<file path="config.mk">
export PLATFORM = sky130hd
export DESIGN_NAME = s10_sl3_tx_packer
export DESIGN_NICKNAME = d
export VERILOG_FILES = /design/src/rtl/s10sl3_pkg.sv /design/src/rtl/s10sl3_tx_outreg.sv /design/src/rtl/s10_sl3_tx_packer.sv
export SDC_FILE = /design/constraint.sdc
export NUM_CORES = 1
export LEC_CHECK = 0
export CORE_ASPECT_RATIO = 1.25
export CORE_MARGIN = 2
export CORE_UTILIZATION = 62
export DETAILED_ROUTE_END_ITERATION = 16
export DONT_BUFFER_PORTS = 1
export GPL_TIMING_DRIVEN = 0
export PLACE_DENSITY = 0.81
export SYNTH_ARGS = -nofsm -noshare
export SYNTH_HDL_FRONTEND = slang
export SYNTH_SLANG_ARGS = --single-unit
</file>
<file path="constraint.sdc">
create_clock -name clk -period 2.5 [get_ports clk]
set_clock_uncertainty 0.15 [all_clocks]
set_input_delay 0.5 -clock clk [delete_from_list [all_inputs] [get_ports clk]]
set_output_delay 0.5 -clock clk [all_outputs]
set_load 0.05 [all_outputs]
</file>
<file path="src/rtl/s10sl3_pkg.sv">
// Shared types and default sizing for the SerialLite III TX packetiser.
package s10sl3_pkg;

    localparam int DEF_WIDTH   = 64;
    localparam int DEF_BURST   = 8;
    localparam int DEF_TIMEOUT = 32;

    typedef struct packed {
        logic [DEF_WIDTH-1:0] data;
        logic                 sop;
        logic                 eop;
    } beat_t;

    typedef enum logic [1:0] {
        IDLE,
        OPEN,
        DRAIN
    } state_t;

endpackage

</file>
<file path="src/rtl/s10sl3_tx_outreg.sv">
// Output beat register: loads a released beat and holds it stable until the sink accepts it.
module s10sl3_tx_outreg
    import s10sl3_pkg::*;
#(
    parameter int WIDTH = DEF_WIDTH
) (
    input  logic             clk,
    input  logic             rst,
    input  logic             load_i,
    input  logic [WIDTH-1:0] data_i,
    input  logic             sop_i,
    input  logic             eop_i,
    input  logic             tx_ready_i,
    output logic             free_o,
    output logic [WIDTH-1:0] tx_data_o,
    output logic             tx_valid_o,
    output logic             tx_sop_o,
    output logic             tx_eop_o
);

    logic [WIDTH-1:0] data_q, data_d;
    logic             vld_q, vld_d;
    logic             sop_q, sop_d;
    logic             eop_q, eop_d;

    assign free_o = !vld_q || tx_ready_i;

    always_comb begin
        data_d = data_q;
        vld_d  = vld_q;
        sop_d  = sop_q;
        eop_d  = eop_q;
        if (load_i) begin
            data_d = data_i;
            vld_d  = 1'b1;
            sop_d  = sop_i;
            eop_d  = eop_i;
        end else if (free_o) begin
            // data is left in place; only the qualifiers drop
            vld_d = 1'b0;
            sop_d = 1'b0;
            eop_d = 1'b0;
        end
    end

    always_ff @(posedge clk) begin
        if (rst) begin
            data_q <= '0;
            vld_q  <= 1'b0;
            sop_q  <= 1'b0;
            eop_q  <= 1'b0;
        end else begin
            data_q <= data_d;
            vld_q  <= vld_d;
            sop_q  <= sop_d;
            eop_q  <= eop_d;
        end
    end

    assign tx_data_o  = data_q;
    assign tx_valid_o = vld_q;
    assign tx_sop_o   = sop_q;
    assign tx_eop_o   = eop_q;

endmodule

</file>
<file path="src/rtl/s10_sl3_tx_packer.sv">
// Drains a show-ahead FIFO into sop/eop-framed packets of up to BURST beats with idle timeout.
// Optional S10_SL3_TX_PACKER_STATS_EN adds beat/packet/timeout counters.
module s10_sl3_tx_packer
    import s10sl3_pkg::*;
#(
    parameter int WIDTH   = DEF_WIDTH,
    parameter int BURST   = DEF_BURST,
    parameter int TIMEOUT = DEF_TIMEOUT
) (
    input  logic             clk,
    input  logic             rst,
    input  logic [WIDTH-1:0] fifo_q,
    input  logic             fifo_rdempty_n,
    output logic             fifo_rdreq,
    output logic [WIDTH-1:0] tx_data,
    output logic             tx_valid,
    output logic             tx_sop,
    output logic             tx_eop,
    input  logic             tx_ready
`ifdef S10_SL3_TX_PACKER_STATS_EN
    ,
    output logic [31:0]      stat_beats,
    output logic [31:0]      stat_packets,
    output logic [31:0]      stat_timeouts
`endif
);

    localparam int CNT_W = $clog2(BURST);
    localparam int TMR_W = $clog2(TIMEOUT + 1);
    localparam logic [CNT_W-1:0] CNT_LAST = CNT_W'(BURST - 1);
    localparam logic [TMR_W-1:0] TMR_MAX  = TMR_W'(TIMEOUT);

    state_t           state_q;
    logic [WIDTH-1:0] h_data_q;
    logic             h_sop_q;
    logic [CNT_W-1:0] cnt_q;
    logic [TMR_W-1:0] tmr_q;

    logic h_vld, o_free, at_last, at_tmo, release_h, rel_eop, pop, new_pkt;

    assign h_vld     = (state_q == OPEN);
    assign at_last   = (cnt_q == CNT_LAST);
    assign at_tmo    = (tmr_q == TMR_MAX);
    assign release_h = h_vld && o_free && (fifo_rdempty_n || at_last || at_tmo);
    // a word arriving exactly at timeout keeps the packet open
    assign rel_eop   = at_last || (at_tmo && !fifo_rdempty_n);
    assign pop       = fifo_rdempty_n && !rst && (!h_vld || release_h);
    assign new_pkt   = (state_q == IDLE) || (release_h && rel_eop);

    assign fifo_rdreq = pop;

    always_ff @(posedge clk) begin
        if (rst) begin
            state_q  <= IDLE;
            h_data_q <= '0;
            h_sop_q  <= 1'b0;
            cnt_q    <= '0;
            tmr_q    <= '0;
        end else if (pop) begin
            h_data_q <= fifo_q;
            h_sop_q  <= new_pkt;
            cnt_q    <= new_pkt ? '0 : cnt_q + CNT_W'(1);
            tmr_q    <= '0;
            state_q  <= OPEN;
        end else if (release_h) begin
            state_q <= rel_eop ? IDLE : DRAIN;
        end else if (h_vld && !at_tmo) begin
            tmr_q <= tmr_q + TMR_W'(1);
        end
    end

    s10sl3_tx_outreg #(
        .WIDTH(WIDTH)
    ) u_outreg (
        .clk        (clk),
        .rst        (rst),
        .load_i     (release_h),
        .data_i     (h_data_q),
        .sop_i      (h_sop_q),
        .eop_i      (rel_eop),
        .tx_ready_i (tx_ready),
        .free_o     (o_free),
        .tx_data_o  (tx_data),
        .tx_valid_o (tx_valid),
        .tx_sop_o   (tx_sop),
        .tx_eop_o   (tx_eop)
    );

`ifdef S10_SL3_TX_PACKER_STATS_EN
    // remembers whether the beat sitting in O was closed by the idle timer
    logic o_tmo_q;

    always_ff @(posedge clk) begin
        if (rst) begin
            o_tmo_q       <= 1'b0;
            stat_beats    <= '0;
            stat_packets  <= '0;
            stat_timeouts <= '0;
        end else begin
            if (release_h) o_tmo_q <= rel_eop && !at_last;
            if (tx_valid && tx_ready) begin
                stat_beats <= stat_beats + 32'd1;
                if (tx_eop) stat_packets <= stat_packets + 32'd1;
                if (tx_eop && o_tmo_q) stat_timeouts <= stat_timeouts + 32'd1;
            end
        end
    end
`endif

endmodule
</file>
### After elaboration in Yosys (flattened, before gate mapping)

Cells that the tools add are included.

* add/sub/neg operators: 2
* multiplexer cells: 8
* equal/unequal tests: 3
* bitwise gates (word level): 1
* reductions and logical operators: 23

Operators with widths (number)
* logical AND 1 bit: 7
* adder 6 x 1 -> 6 bit (second input constant): 1
* equality test 6 bit (second input constant): 1
* logical OR 1 bit: 6
* 2-to-1 mux 1 bit: 6
* zero test 1 bit: 5
* nonzero test 2 bit: 2
* adder 3 x 1 -> 3 bit (second input constant): 1
* equality test 3 bit (second input constant): 1
* 2-to-1 mux 3 bit: 1
* equality test 2 x 1 -> 1 bit (second input constant): 1
* zero test 2 bit: 1
* 2-to-1 mux 2 bit: 1
* AND reduction 2 bit: 1
* OR reduction 2 bit: 1
* inverter 1 bit: 1

* output and inout bits: 68
* register bits after elaboration: 143
* input port bits: 68

### Logic depth before layout (Yosys ltp)

Gate-level depths: netlist of run 1.

* depth in word-level cells: 7
* mapped depth: 8
* gate-level depth less buffers: 6

### By module

A second synthesis of run 1 with hierarchy kept.

* cell total of the unflattened synthesis: 528
* area, all modules: 5602.9 µm²

Modules (own cells, without submodules)
* s10_sl3_tx_packer: times used 1, seq. area each 1521.5 µm², cells each 309, area an instance 3183.1 µm²
* s10sl3_tx_outreg: times used 1, seq. area each 1341.3 µm², cells each 219, area an instance 2419.8 µm²

### Least setup slack after synthesis of run 1

Ideal clock, no wire load.

* path kind: reg-to-output
* start point: reg u_outreg.vld_q (netlist: u_outreg.tx_valid_o)
* end point: out fifo_rdreq
* path slack: 366 ps
* arrival: 1484 ps
* path buffers: 3
* stages on the path, launching flop included: 7
* cell sequence: dfxtp_1 > and4bb_1 > or2_1 > buf_6 > clkinv_4 > buf_6 > buf_6

* longest elaborated chain between the ends: 6

Ends and longest elaborated chain
* start, declared: RTL line s10sl3_tx_outreg.sv:22 `logic vld_q, vld_d;`
* start signal, assigned: RTL line s10sl3_tx_outreg.sv:54 `vld_q <= vld_d;`
* zero test 1 bit: RTL line s10sl3_tx_outreg.sv:26 `assign free_o = !vld_q || tx_ready_i;`
* logical OR 1 bit: RTL line s10sl3_tx_outreg.sv:26
* logical AND 1 bit (2 in series): RTL line s10_sl3_tx_packer.sv:44 `assign release_h = h_vld && o_free && (fifo_rdempty_n || at_last || at_tmo);`
* logical OR 1 bit: RTL line s10_sl3_tx_packer.sv:47 `assign pop = fifo_rdempty_n && !rst && (!h_vld || release_h);`
* logical AND 1 bit: RTL line s10_sl3_tx_packer.sv:47
* end, declared: RTL line s10_sl3_tx_packer.sv:14 `output logic fifo_rdreq,`

No other way between the ends.

### Worst setup path in the final report of run 1

Same ends and word-level chain as after synthesis.

==> results of run 1 <==
-- placed cells by master, fill, tap and decap left out, types with 3 or more instances in the layout --
cell	n
clkbuf_1	13
o21ai_1	22
o32ai_1	3
mux2i_1	45
buf_2	5
nor2b_1	40
nand3_1	5
clkbuf_16	16
mux2_2	21
dlygate4sd3_1	65
dfxtp_1	141
mux2_4	18
buf_6	10
ha_1	4
clkbuf_8	3
clkinv_2	5
inv_1	7
nand2_1	140
nor2_1	5
clkbuf_2	3
a21oi_1	7
bufinv_16	3
o21ai_0	30
-- stage by stage --
step	hold WS [ps]	setup slack [ps]	util, %	area [um2]
3_5_place_dp	302	191	65.2	5610
4_1_cts	26.2	39.5	80.0	6890
2_1_floorplan	285	366	-	5460
6_report	49.4	128	80.1	6890
5_1_grt	62.7	45.8	80.1	6890
3_3_place_gp	294	216	65.2	5610
-- power groups by stage --
| stage | Sequential, W | Combinational, W | Clock, W |
|---|---|---|---|
| after floorplan | 0.00258 | 0.000284 | 0 |
| after global placement | 0.00259 | 0.000337 | 0 |
| after detailed placement | 0.00259 | 0.000350 | 0 |
| after CTS | 0.00254 | 0.000444 | 0.00250 |
| after global routing | 0.00255 | 0.000489 | 0.00261 |
| final | 0.00254 | 0.000452 | 0.00247 |
-- synthesized netlist by cell type (3+ instances only) --
master    count  area, um2
dfxtp_1     143       2860
nand2_1     140        526
mux2i_1      45        450
nor2b_1      40        250
o21ai_0      30        150
o21ai_1      22        110
mux2_2       21        236
mux2_4       18        270
buf_6        12        135
clkbuf_1     12       45.0
a21oi_1       7       35.0
inv_1         7       26.3
buf_2         5       25.0
nand3_1       5       25.0
nor2_1        5       18.8
ha_1          4       50.1
clkbuf_2      3       15.0
o32ai_1       3       26.3
-- path summary, 6_finish.rpt --
kind | to | slack (ps) | cells after the start | from
setup / recovery | fifo_rdreq | 130 | 5 | u_outreg.tx_valid_o$_SDFFE_PP0P_
hold / removal | state_q[0]$_SDFFE_PP0P_ | 50 | 2 | rst
setup reg to reg | u_outreg.tx_data_o[15]$_SDFFE_PP0P_ | 450 | 6 | cnt_q[0]$_SDFFE_PP0P_
hold reg to reg | h_data_q[61]$_SDFFE_PP0P_ | 310 | 2 | h_data_q[61]$_SDFFE_PP0P_
-- cell type report --
cell class              instances  area [um2]
flip-flops and latches        143        2870
multi-input cells             362        2320
fillers                       540        1710
repair buffers                 67         691
clock buffers                  20         445
plain buffers                  33         229
well taps                     120         150
clock inverters                11         140
inverters                       9        46.3
-- cells by family after synthesis --
| group | Yosys count | share of synthesized area [%] |
|---|---|---|
| flops | 143 | 52.5 |
| xor+xnor | 2 | 0.321 |
| compound gates | 70 | 7.22 |
| fa+ha+maj | 4 | 0.917 |
| mux | 84 | 17.5 |
| buf+inv | 43 | 4.95 |
| simple gates | 202 | 16.6 |
-- metal layers --
metal | global-route usage (%) | share of wire [%] | up-vias
li1 | - | - | 1998
met1 | 28.7 | 37 | 2001
met2 | 50.7 | 53 | 178
met3 | 11.3 | 7.7 | 33
met4 | 11.4 | 2.5 | 0
met5 | 0 | 0 | -
-- state kept, by name, indices dropped and copies added, names as in the netlist --
name                 flops
cnt_q                    3
h_data_q                64
h_sop_q                  1
state_q                  2
tmr_q                    6
u_outreg.tx_data_o      64
u_outreg.tx_eop_o        1
u_outreg.tx_sop_o        1
u_outreg.tx_valid_o      1
-- what timing repair did --
action,CTS,global route
endpoints found under the setup margin,1,1
hold endpoints to repair,65,0
cloned,1,0
hold buffers,65,0
setup buffers,0,1
gates resized for setup,6,0
pin swaps,0,1
==> flow_metrics.py, run 1 <==
metrics = {
    "power": {
        "p_per_area_nw_per_um2": 792,
        "p_sw_w": 0.00128,
        "swShare_pct": 23.4,
        "internal_power_w": 0.00418,
        "p_total_w": 0.00546,
        "peakVddDrop_v": 0.000639,
        "p_leak_nw": 2.76,
        "pwr-share-seq_pct": 46.6,
        "clkPwrFrac_pct": 45.1,
        "share_comb_of_total_power_pct": 8.3,
    },
    "layout": {
        "insertedDiodeCount": 0,
        "fin_nets": 705,
        "syn_to_final_growth_pct": 26.3,
        "layout-drive-gt1-share_pct": 15.0,
        "finalNonFillerCells": 765,
    },
    "clock_network": {
        "cts-root-buf": "clkbuf_8",
        "path_clk_slew_ps": 50,
        "clock_sinks": 143,
        "clock_latency_ps": 510,
        "cts-htree-levels": 4,
        "clockBufferDepth": 2,
        "cts_tree": "yes",
        "cts_buffers": 17,
    },
    "worst_setup_path": {
        "endpoint_kind": "output pin",
        "cp_top_family": "simple AND/OR/NAND/NOR gates",
        "slowest_stage": "dfxtp_4",
        "crit_path_start_kind": "flip-flop",
        "path_cells": "and4bb_1 > or2_1 > buf_6 > clkinv_8 > buf_12",
        "max_stage_delay_ps": 410,
        "crit_arrival_ps": 1720,
        "path_class": "reg -> out",
        "cp_max_fo": 5,
        "path_buf_inv": 3,
        "required_ps": 1850,
    },
    "floorplan": {
        "pin_count": 136,
        "start_util_pct": 63.4,
        "fp.dieH_um": 109,
        "fp.coreArea_um2": 8610,
        "die-area_um2": 9570,
        "dieWidth_um": 87.9,
        "rows": 38,
    },
    "timing": {
        "setup_violations": 0,
        "setup_tns_ps": 0,
        "min_period_ps": 2370,
        "max_clock_freq_mhz": 422,
        "slew_violations": 0,
        "slew_headroom_pct": 60.6,
        "rsz0062_at_grt": "false",
        "finalHoldViolCount": 0,
        "fin_crit_sh_pct": 94.9,
        "worst_pin_slew_ps": 587,
    },
    "min_path": {
        "hp-class": "in -> reg",
    },
    "global_routing": {
        "grt_start_max_net_pins": 17,
        "grt_pass1_vias": 4454,
        "grt_usage_pct": 28.2,
        "antenna_found_initial": 0,
        "grt-ovfl-total": 0,
        "grt_pass1_wl_mm": 20.7,
    },
    "placement": {
        "hpwl_mm": 8.07,
        "io_buffers": 0,
        "place_inst": 668,
        "gp_congestion": 0.861,
    },
    "drt": {
        "first_pass_iters": 5,
        "ant_nets": 0,
        "dr.first_iter.drc_count": 349,
        "route.vias.total": 4210,
        "drt-vias-per-instance": 5.50,
        "drc": 0,
        "totalWireLength_mm": 13.2,
        "wire_per_inst_um": 17.3,
    },
    "yosys": {
        "synth_warnings": 0,
        "synthFlopType": "dfxtp_1",
        "syn_avg_cell_area_um2": 9.96,
        "synthCells": 548,
        "async_flop_share_pct": 0,
        "synth_cell_type_count": 38,
        "synth_seq_area_share_pct": 52.5,
        "ys_ff_latch": 143,
        "syn-num-nets": 620,
        "synth_area_um2": 5460,
        "synth_edf_count": 0,
    },
    "status": {
        "outcome": "completed",
    },
    "job": {
        "drv_cap": 0,
    },
}
Power figures use the tool's default switching activity.
==> inputs of run 2 (changes only) <==
Settings changed: SYNTH_HIERARCHICAL set to 1.
==> run 2 against run 1 <==
Net effect: the run now ends with negative setup slack left; highest routed layer unchanged; sequential power is essentially flat; final area down 7.7%; total power is 4.9% lower; count of clock-buffer cells in the layout up 2; first-iteration DRC count decreased by 45%; largest power group unchanged; register-to-register slack lost 200 ps; global-route usage is 0.96 points lower; fmax fell by 6.5%; largest cell class unchanged.
==> flow_metrics.py, run 2 <==
metrics = {
    "global_routing": {
        "grt_util_met2_pct": 46.5,
        "top_usage_layer": "met2",
        "grt_util_met3_pct": 11.1,
        "grt_usage_pct": 27.3,
        "antenna_found_initial": 2,
        "grt_pass1_wl_mm": 20.4,
        "grt-ovfl-total": 0,
        "gr-usage-met1_pct": 30.9,
        "grt_start_max_net_pins": 17,
        "grt_pass1_vias": 4104,
    },
    "placement": {
        "place_area_um2": 5750,
        "place_inst": 648,
        "hpwl_mm": 8.93,
        "gp_congestion": 0.867,
        "io_buffers": 0,
    },
    "worst_setup_path": {
        "required_ps": 1850,
        "cp_max_fo": 4,
        "max_stage_delay_ps": 460,
        "path_cells": "nand2b_4 > or3b_1 > buf_6 > nand2_4 > clkinvlp_4",
        "crit_arrival_ps": 1890,
        "cp_top_family": "simple AND/OR/NAND/NOR gates",
        "crit_path_start_kind": "flip-flop",
        "slowest_stage": "dfxtp_4",
        "path_buf_inv": 2,
        "path_class": "reg -> out",
        "endpoint_kind": "output pin",
    },
    "clock_network": {
        "clock_sinks": 143,
        "path_clk_slew_ps": 60,
        "cts-htree-levels": 4,
        "cts_tree": "yes",
        "clockBufferDepth": 2,
        "cts-root-buf": "clkbuf_8",
        "cts_hold_buf": 0,
        "cts_buffers": 17,
        "clock_latency_ps": 520,
    },
    "status": {
        "violations": "negative setup slack",
        "outcome": "complete, but fails checks",
    },
    "timing": {
        "fin_crit_sh_pct": 101,
        "hold-worst-slack_ps": 43.3,
        "worst_pin_slew_ps": 585,
        "rsz0062_at_grt": "true",
        "slew_violations": 0,
        "layout_setup_ws_ps": -35.9,
        "max_clock_freq_mhz": 394,
        "slew_headroom_pct": 60.9,
        "setup_violations": 1,
        "finalHoldViolCount": 0,
        "min_period_ps": 2540,
    },
    "drt": {
        "totalWireLength_mm": 12.9,
        "drc": 0,
        "wire_per_inst_um": 18.8,
        "first_pass_iters": 4,
        "drt-vias-per-instance": 6.03,
        "dr.first_iter.drc_count": 191,
        "ant_nets": 0,
        "route.vias.total": 4134,
    },
    "yosys": {
        "ys_top_cells_by_area": "dfxtp_1 51%, mux2i_1 12%, a31o_2 9.5%, and3_1 7.1%, nor2_1 4.4%",
        "synth.most_common_cell": "dfxtp_1",
        "synthFlopType": "dfxtp_1",
        "synth_area_um2": 5600,
        "synth_cell_type_count": 42,
        "syn-num-nets": 600,
        "ys_ff_latch": 143,
        "ys_top_cells_by_count": "143 x dfxtp_1, 67 x mux2i_1, 66 x nor2_1",
        "yosysTopAreaCell": "dfxtp_1",
        "yosys.area.top_type_share_pct": 51.1,
        "synth_seq_area_share_pct": 51.1,
        "async_flop_share_pct": 0,
        "synth_edf_count": 0,
        "synthCells": 528,
        "syn_avg_cell_area_um2": 10.6,
        "synth_warnings": 6,
    },
    "power": {
        "p_per_area_nw_per_um2": 816,
        "peakVddDrop_v": 0.000590,
        "p_leak_nw": 2.63,
        "p_total_w": 0.00520,
    },
    "floorplan": {
        "dieWidth_um": 89.0,
        "die-area_um2": 9820,
        "pin_count": 136,
        "rows": 38,
        "fp.coreArea_um2": 8750,
        "start_util_pct": 64.0,
        "fp.dieH_um": 110,
    },
    "layout": {
        "fin_area_um2": 6360,
        "layout-drive-gt1-share_pct": 22.2,
        "fin_nets": 624,
        "layout_commonest_cell": "dfxtp_1",
        "post-route-util_pct": 72.8,
        "most-common-layout-cells": "142 x dfxtp_1, 67 x mux2i_1, 66 x nor2_1",
        "finalNonFillerCells": 686,
        "syn_to_final_growth_pct": 13.6,
    },
    "min_path": {
        "hp-class": "in -> reg",
    },
    "job": {
        "drv_cap": 0,
    },
}
-- run 2: cell count changes after synthesis, sizes merged, moves of 39 or more --
cell / delta
o21ai: -51
nor2: +60
and3: +62
a31o: +65
mux2: -39
nand2: -136
-- run 2: metal layers --
layer  vias up  routed length, um
li1       1962                  -
met1      2007               5080
met2       149               6550
met3        16               1110
met4         0                172
met5         -                  0
-- run 2: what timing repair did --
action / CTS / global route
gates cloned: 0 / 0
gates resized for setup: 8 / 0
setup endpoints to repair: 2 / 1
pin swaps: 1 / 1
setup buffers: 4 / 2
endpoints found under the hold margin: 0 / 0
-- run 2: final cells by class --
type,instances,area (um2)
clock buffer,22,463
sequential,143,2870
buffer,48,309
timing repair buffer,6,45.0
clock inverter,9,86.3
tap,120,150
multi-input combinational,325,2390
antenna,2,5.00
fill,652,2380
inverter,11,45.0
-- run 2: cell families (layout without fill, tap and decap cells) --
kind of cell,after synthesis,after routing,synth area share [%]
and+or+nand+nor,158,158,15.1
buffers and inverters,60,96,6.39
adders and majority gates,4,4,0.893
AOI/OAI and AO/OA,96,96,14.6
DFF,143,143,51.1
other,0,2,0
muxes,67,67,12.0
-- run 2: per-stage QoR --
stage / TNS, ps / worst slack [ps]
after detailed placement: -374 / -223
after CTS: -161 / -161
final: -35.9 / -35.9
after floorplan: 0 / 25.7
after global routing: -106 / -106
after global placement: -316 / -195
-- run 2: power breakdown --
part | internal (W) | switching [W] | leakage, nW
registers | 0.00239 | 0.000153 | 1.17
clock network | 0.00139 | 0.000902 | 0.267
logic | 0.000177 | 0.000188 | 1.19
total | 0.00395 | 0.00124 | 2.63
-- run 2: final timing paths --
kind              slack, ps  cells after the start                                   to                        startpoint
hold / removal           40                      2       u_outreg/tx_sop_o$_SDFFE_PP0P_                          tx_ready
hold reg to reg         330                      1            h_data_q[16]$_SDFFE_PP0P_         h_data_q[16]$_SDFFE_PP0P_
setup / recovery        -40                      5                           fifo_rdreq  u_outreg/tx_valid_o$_SDFFE_PP0P_
setup reg to reg        250                     10  u_outreg/tx_data_o[41]$_SDFFE_PP0P_             tmr_q[0]$_SDFFE_PP0P_
==> inputs of run 3 (changes only) <==
Settings changed: CORE_ASPECT_RATIO 1.25 to 1.5.
==> run 3 against run 2 <==
Net effect: the run now ends clean; register-to-register slack better by 70 ps; total power is 6.9% higher; fmax is 4.7% higher; sequential share of layout area is 0.26 points lower; cell count is 2.3% lower; worst hold slack better by 110 ps; clock power is 16% higher; die area is 0.11% higher; count of clock-buffer cells in the layout is 1 lower; combinational power hardly changed; final area is 0.59% higher.
==> flow_metrics.py, run 3 (same netlist as run 2, synthesis figures left out) <==
metrics = {
    "timing": {
        "fin_crit_sh_pct": 96.9,
        "setup_violations": 0,
        "hold-worst-slack_ps": 150,
        "finalHoldViolCount": 0,
        "worst_pin_slew_ps": 592,
        "layout_setup_ws_ps": 77.2,
        "min_period_ps": 2420,
        "slew_violations": 0,
        "max_clock_freq_mhz": 413,
        "slew_headroom_pct": 60.3,
        "rsz0062_at_grt": "false",
    },
    "clock_network": {
        "clockBufferDepth": 2,
        "clock_latency_ps": 410,
        "cts_hold_buf": 0,
        "cts-htree-levels": 4,
        "path_clk_slew_ps": 60,
        "clock_sinks": 143,
        "cts-root-buf": "clkbuf_16",
        "cts_buffers": 17,
        "cts_tree": "yes",
    },
    "global_routing": {
        "grt_start_max_net_pins": 17,
        "grt_pass1_vias": 4175,
        "grt_pass1_wl_mm": 20.1,
        "grt_usage_pct": 27.0,
        "antenna_found_initial": 0,
        "grt-ovfl-total": 0,
    },
    "placement": {
        "dpl_worst_slack_ps": -249,
        "gp_congestion": 0.878,
        "hpwl_mm": 8.79,
        "io_buffers": 0,
    },
    "floorplan": {
        "start_util_pct": 63.5,
        "pin_count": 136,
        "rows": 42,
        "die-area_um2": 9830,
        "fp.coreArea_um2": 8830,
        "dieWidth_um": 81.6,
        "fp.dieH_um": 120,
    },
    "worst_setup_path": {
        "worst-r2r-cell-count": 10,
        "crit_arrival_ps": 1770,
        "crit_path_start_kind": "flip-flop",
        "endpoint_kind": "output pin",
        "path_class": "reg -> out",
        "cp_max_fo": 4,
        "rrSetupSlack_ps": 320,
        "r2r_end": "u_outreg/tx_data_o[41]$_SDFFE_PP0P_",
        "r2r_start": "tmr_q[0]$_SDFFE_PP0P_",
        "required_ps": 1850,
    },
    "layout": {
        "multi_input_area_um2": 2400,
        "insertedDiodeCount": 0,
        "most-common-layout-cells": "142 x dfxtp_1, 67 x mux2i_1, 66 x nor2_1",
        "fin_nets": 621,
        "syn_to_final_growth_pct": 14.3,
        "seq_area_um2": 2870,
        "layout-drive-gt1-share_pct": 22.0,
        "fillers": 630,
        "layout_commonest_cell": "dfxtp_1",
    },
    "drt": {
        "drt-vias-per-instance": 6.13,
        "first_pass_iters": 4,
        "route.vias.total": 4106,
        "drc": 0,
        "totalWireLength_mm": 13.0,
        "ant_nets": 0,
        "dr.first_iter.drc_count": 180,
        "wire_per_inst_um": 19.3,
    },
    "job": {
        "drv_cap": 0,
    },
    "min_path": {
        "hp-start": "tx_ready",
        "hold_depth": 2,
        "hp-class": "in -> reg",
        "min_to": "u_outreg/tx_sop_o$_SDFFE_PP0P_",
    },
    "status": {
        "outcome": "completed",
    },
    "power": {
        "p_per_area_nw_per_um2": 867,
        "peakVddDrop_v": 0.000577,
        "p_leak_nw": 2.65,
    },
}
## run 3: changes by cell type in the layout (fill, tap and decap cells not counted)
cell / change
bufinv_16: +3
buf_4: -2
clkinv_2: -2
clkinv_4: -2
diode_2: -2
buf_6: -1
clkbuf_1: -1
clkbuf_16: +1
clkbuf_8: -1
inv_6: +1
or3b_1: -1
or3b_4: +1
## run 3: per-stage QoR
stage               TNS (ps)  instance area [um2]  instances  total power [W]  utilization, %
finish                     0                 6400        670          0.00555            72.5
detailed placement      -427                 5740        638          0.00294            65.0
global route               0                 6400        670          0.00574            72.5
CTS                    -37.1                 6420        671          0.00559            72.7
floorplan                  0                 5600        528          0.00286               -
global placement        -369                 5740        638          0.00292            65.0
## run 3: metal layers
layer / part of all wire [%] / vias to the layer above / track usage [%] / wire length [um]
li1: - / 1955 / - / -
met1: 37 / 1967 / 28.6 / 4850
met2: 53 / 157 / 46.4 / 6810
met3: 7.6 / 27 / 10.8 / 982
met4: 2.5 / 0 / 11.9 / 318
met5: 0 / - / 0 / 0
## run 3: how the worst max path moves through the flow
stage	start	endpoint	slack [ps]	cells past startpoint
after detailed placement	u_outreg/tx_valid_o$_SDFFE_PP0P_	fifo_rdreq	-250	6
after global placement	u_outreg/tx_valid_o$_SDFFE_PP0P_	fifo_rdreq	-220	6
final	u_outreg/tx_valid_o$_SDFFE_PP0P_	fifo_rdreq	80	4
after CTS	u_outreg/tx_valid_o$_SDFFE_PP0P_	fifo_rdreq	-40	6
after floorplan	u_outreg/tx_valid_o$_SDFFE_PP0P_	fifo_rdreq	30	6
after global routing	u_outreg/tx_valid_o$_SDFFE_PP0P_	fifo_rdreq	30	4
## run 3: layout make-up
| cell class | count | area share (%) |
|---|---|---|
| plain buffers | 47 | 4.65 |
| clock buffers | 21 | 7.35 |
| clock inverters | 9 | 2.46 |
| inverters | 11 | 0.704 |
| multi-input cells | 325 | 37.4 |
| flip-flops and latches | 143 | 44.8 |
| well taps | 110 | 2.15 |
| repair buffers | 4 | 0.469 |
## run 3: worst max-delay path, cell delays in order, from the launching register on
cell,delay (ps)
dfxtp_4,470
nand2b_4,80
or3b_4,430
nand2_4,110
clkinvlp_4,270
## run 3: what timing repair did
action / in CTS / in global routing
pin swaps: 0 / 1
resized for setup: 8 / 1
setup buffers: 3 / 1
endpoints found under the setup margin: 12 / 1
## run 3: where the power goes
group	total (W)	switching (W)	internal [W]	leakage, nW
sequential	0.00254	0.000154	0.00239	1.17
combinational	0.000364	0.000188	0.000175	1.18
clock	0.00265	0.000910	0.00174	0.302
==> variant 1, RTL diff (flow settings as in run 2) <==
Set the package constant `DEF_WIDTH` to 96 (it was 64).
--- a/src/rtl/s10sl3_pkg.sv
+++ b/src/rtl/s10sl3_pkg.sv
@@ -1,7 +1,7 @@
 // Shared types and default sizing for the SerialLite III TX packetiser.
 package s10sl3_pkg;
 
-    localparam int DEF_WIDTH   = 64;
+    localparam int DEF_WIDTH   = 96;
     localparam int DEF_BURST   = 8;
     localparam int DEF_TIMEOUT = 32;
 
Interface: changed (resized fifo_q and tx_data); port bits go from 136 to 200. No check against the original RTL was run, so the function may have changed too.
==> variant 1 against run 2 <==
Die area increased by 41%. Cell area rose by 41%. Area after synthesis is 42% higher. Setup slack improved by 0.074 ns. Power up 42%. Count of clock-buffer cells in the layout up 10. Sequential cell count rose by 64. Via count rose by 39%. Cell count increased by 37%. Routed wire length grew 46%. Maximum frequency increased by 3.0%. Clock power grew 39%.
==> variant 1: results (changes against run 2) <==
metric	value	unit	change
drt_iter0_markers	286		+50%
grtUsageMet3	7.788	%	-3.3 points
dr_wl_met2	9581	um	+46%
timing.rr.end	u_outreg/tx_data_o[26]		
dp_hpwl	12940	um	+45%
r2r_cells	9		-1
post-place-ws	-0.3336	ns	-0.1108 ns
multi_input_area_share	36.95	%	-0.68 points
status	complete, no violations		
ys_ff_latch	207		+45%
grt_pass1_vias	5860		+43%
place.gp.congestion	0.8243		-4.9%
root_buffer	clkbuf_16		
ctsResizeCount	7		-1
clock_cell_area_share	7.948	%	-0.68 points
synth_area_leaders	dfxtp_1 (52%), mux2i_1 (12%), a31o_1 (8.8%), and3_1 (7.5%), nor2_1 (4.6%)		
buffers_excl_clock	71		+31%
syn_to_final_growth	12.23	%	
first_pass_iters	5		+1
cp_max_fo	4		unchanged
htree_levels	1		-3
multiInputCombCellCount	449		+38%
portBuffers	0		unchanged
p_leak	3.677	nW	+40%
max-slew-margin-rel	61.78	%	+0.85 points
bufAreaShareNonClock	5.965	%	+0.40 points
postCtsSetupBuffers	3		-1
cts_buffer_depth	3		+1
grt_use_met1	29.51	%	-1.4 points
peakVddDrop	643.6	uV	+9.1%
wirelength	18790	um	+46%
antenna_found_initial	1		-1
wl_per_cell	19.95	um	+6.0%
grtUsageTotal	26.09	%	-1.2 points
inv_count	10		-1
cp.arrival	1.81	ns	-0.08 ns
fillers	909		+39%
grt_pass1_wl	29290	um	+44%
seq_share	46.31	%	+1.3 points
place_inst	903		+39%
yosys-top-cells-count	dfxtp_1 (207), mux2i_1 (99), nor2_1 (97), and3_1 (96), a31o_1 (80)		
seq_area_frac_synth	51.92	%	+0.83 points
nClkBuffers	32		+45%
synth.avg_cell_area	10.86	sq um	+2.3%
drt-met1-wl	7097	um	+40%
hold_ws	0.08133	ns	+0.03807 ns
switchingPower	1.690	mW	+36%
r2r_slack	0.15	ns	-0.10 ns
core_region_area	0.01260	sq mm	+44%
insertion_delay	0.48	ns	-0.04 ns
dpl_cell_area	0.008192	sq mm	+42%
diodes	1		-1
globalRouteMet2Util	46.98	%	+0.50 points
met3_wirelength	1605	um	+45%
setup_slack	0.03803	ns	+0.07393 ns
layout.nets	863		+38%
-- variant 1: changes by cell type in the layout (fill, tap and decap cells not counted), sizes merged, moves of 2 or more --
cell and delta:
clkinvlp -2, clkbuf +14, nor2 +31, dfxtp +64, clkinv -5, buf +13
bufinv +2, and3 +32, a31o +33, mux2i +32
-- variant 1: power by group through the flow --
stage,clock network [mW],logic [mW],registers (mW)
3_5_place_dp,0,0.503,3.75
2_1_floorplan,0,0.410,3.72
6_report,3.19,0.514,3.68
4_1_cts,3.25,0.514,3.68
3_3_place_gp,0,0.482,3.74
5_1_grt,3.37,0.558,3.69
-- variant 1: cells by family after synthesis --
kind of cell    count (synthesis)  synth area share, %
compound gates                126                13.56
fa+ha+maj                       4               0.6271
buf+inv                        79                6.976
flops                         207                51.92
mux                            99                12.42
simple gates                  220                14.50
-- variant 1: critical path: stages, from the launching register on --
cell and delay (ns):
dfxtp_4 0.48, nand2b_4 0.09, or3b_4 0.42, nand2_8 0.08, clkinvlp_4 0.26
==> variant 2, RTL diff (settings of run 2) <==
Made on the original files. The 3 states of `state_t` get a one-hot encoding in 3 bits.
--- a/src/rtl/s10sl3_pkg.sv
+++ b/src/rtl/s10sl3_pkg.sv
@@ -11,10 +11,10 @@
         logic                 eop;
     } beat_t;
 
-    typedef enum logic [1:0] {
-        IDLE,
-        OPEN,
-        DRAIN
+    typedef enum logic [2:0] {
+        IDLE  = 3'b001,
+        OPEN  = 3'b010,
+        DRAIN = 3'b100
     } state_t;
 
 endpackage
Function: same outputs for any inputs over 4 cycles, from zero or initial values and one cycle with rst high; so few cycles prove little.
==> variant 2 against run 2 <==
Setup slack improved by 0.092 ns. Largest power group unchanged. Sequential cell count rose by 1. Area after synthesis fell by 10%. Power fell by 1.5%. Routed wire length fell by 2.3%. Cell area barely moved. Hold slack got worse by 0.011 ns. Non-clock buffer count rose by 44. Count of clock-buffer cells in the layout did not move.
==> variant 2: results (changes against run 2) <==
metric	value	unit	change
buffers_excl_clock	98		+81%
holdBufCountCts	66		+66
hold_end	state_q[1]		
grtUsageTotal	28.98	%	+1.7 points
inv_count	6		-5
cpPeakStageDelay	0.41	ns	-0.05 ns
synthCells	433		-18%
grt_pass1_vias	3900		-5.0%
place_inst	528		-19%
tightest_slew	0.5678	ns	-0.01750 ns
ctsResizeCount	5		-3
dpl_cell_area	0.005140	sq mm	-11%
seq_area_frac_synth	57.41	%	+6.3 points
first_pass_iters	7		+3
syn_to_final_growth	26.79	%	
viasPerCell	5.909		-2.0%
cp.arrival	1.79	ns	-0.10 ns
crit_slowest_cell	or3b_1		
drt_iter0_markers	184		-3.7%
post-place-ws	-0.08159	ns	+0.1412 ns
r2r_start	tmr_q[1]		
drt-met1-wl	4991	um	-1.7%
setup_viol	0		-1
syn-num-nets	505		-16%
clock_cell_area_share	8.491	%	-0.14 points
timing.rr.end	u_outreg/tx_data_o[33]		
synth.avg_cell_area	11.60	sq um	+9.3%
antenna_found_initial	0		-2
dr_wl_met2	6506	um	-0.61%
r2r_slack	0.14	ns	-0.11 ns
multi_input_area	0.001857	sq mm	-22%
bufAreaShareNonClock	14.76	%	+9.2 points
layout.nets	591		-5.3%
diodes	0		-2
clockPowerShare	45.3	%	+1.2 points
postCtsSetupBuffers	1		-3
synth_area_leaders	dfxtp_1 (57%), mux2i_1 (13%), a22o_1 (12%), nor2_1 (5.2%), buf_12 (1.6%)		
wirelength	12610	um	-2.3%
p_leak	2.474	nW	-5.8%
status	complete, no violations		
seq_share	45.36	%	+0.33 points
hp-start	rst		
fin_cells	624		-9.0%
seq_cell_count	144		+0.70%
variant 2: cell families (layout without fill, tap and decap cells):
kind of cell / count (synthesis) / in the layout / synth area share (%)
fa+ha+maj: 4 / 4 / 0.9968
mux: 65 / 65 / 12.98
simple gates: 95 / 95 / 8.647
xor+xnor: 2 / 2 / 0.3489
buf+inv: 37 / 133 / 5.657
compound gates: 86 / 86 / 13.95
flops: 144 / 144 / 57.41
variant 2: how the worst max path moves through the flow:
| stage | startpoint | end | cells after the start |
|---|---|---|---|
| finish | state_q[1] | fifo_rdreq | 4 |
| global route | state_q[1] | fifo_rdreq | 4 |
| CTS | state_q[1] | fifo_rdreq | 4 |
| detailed placement | u_outreg/tx_valid_o | fifo_rdreq | 4 |
| global placement | u_outreg/tx_valid_o | fifo_rdreq | 4 |
| floorplan | u_outreg/tx_valid_o | fifo_rdreq | 4 |
variant 2: routing by layer:
layer	GRT usage [%]	up-vias
met3	8.452	20
met4	10.77	0
li1	-	1714
met1	34.22	1776
met5	0	-
met2	49.55	177
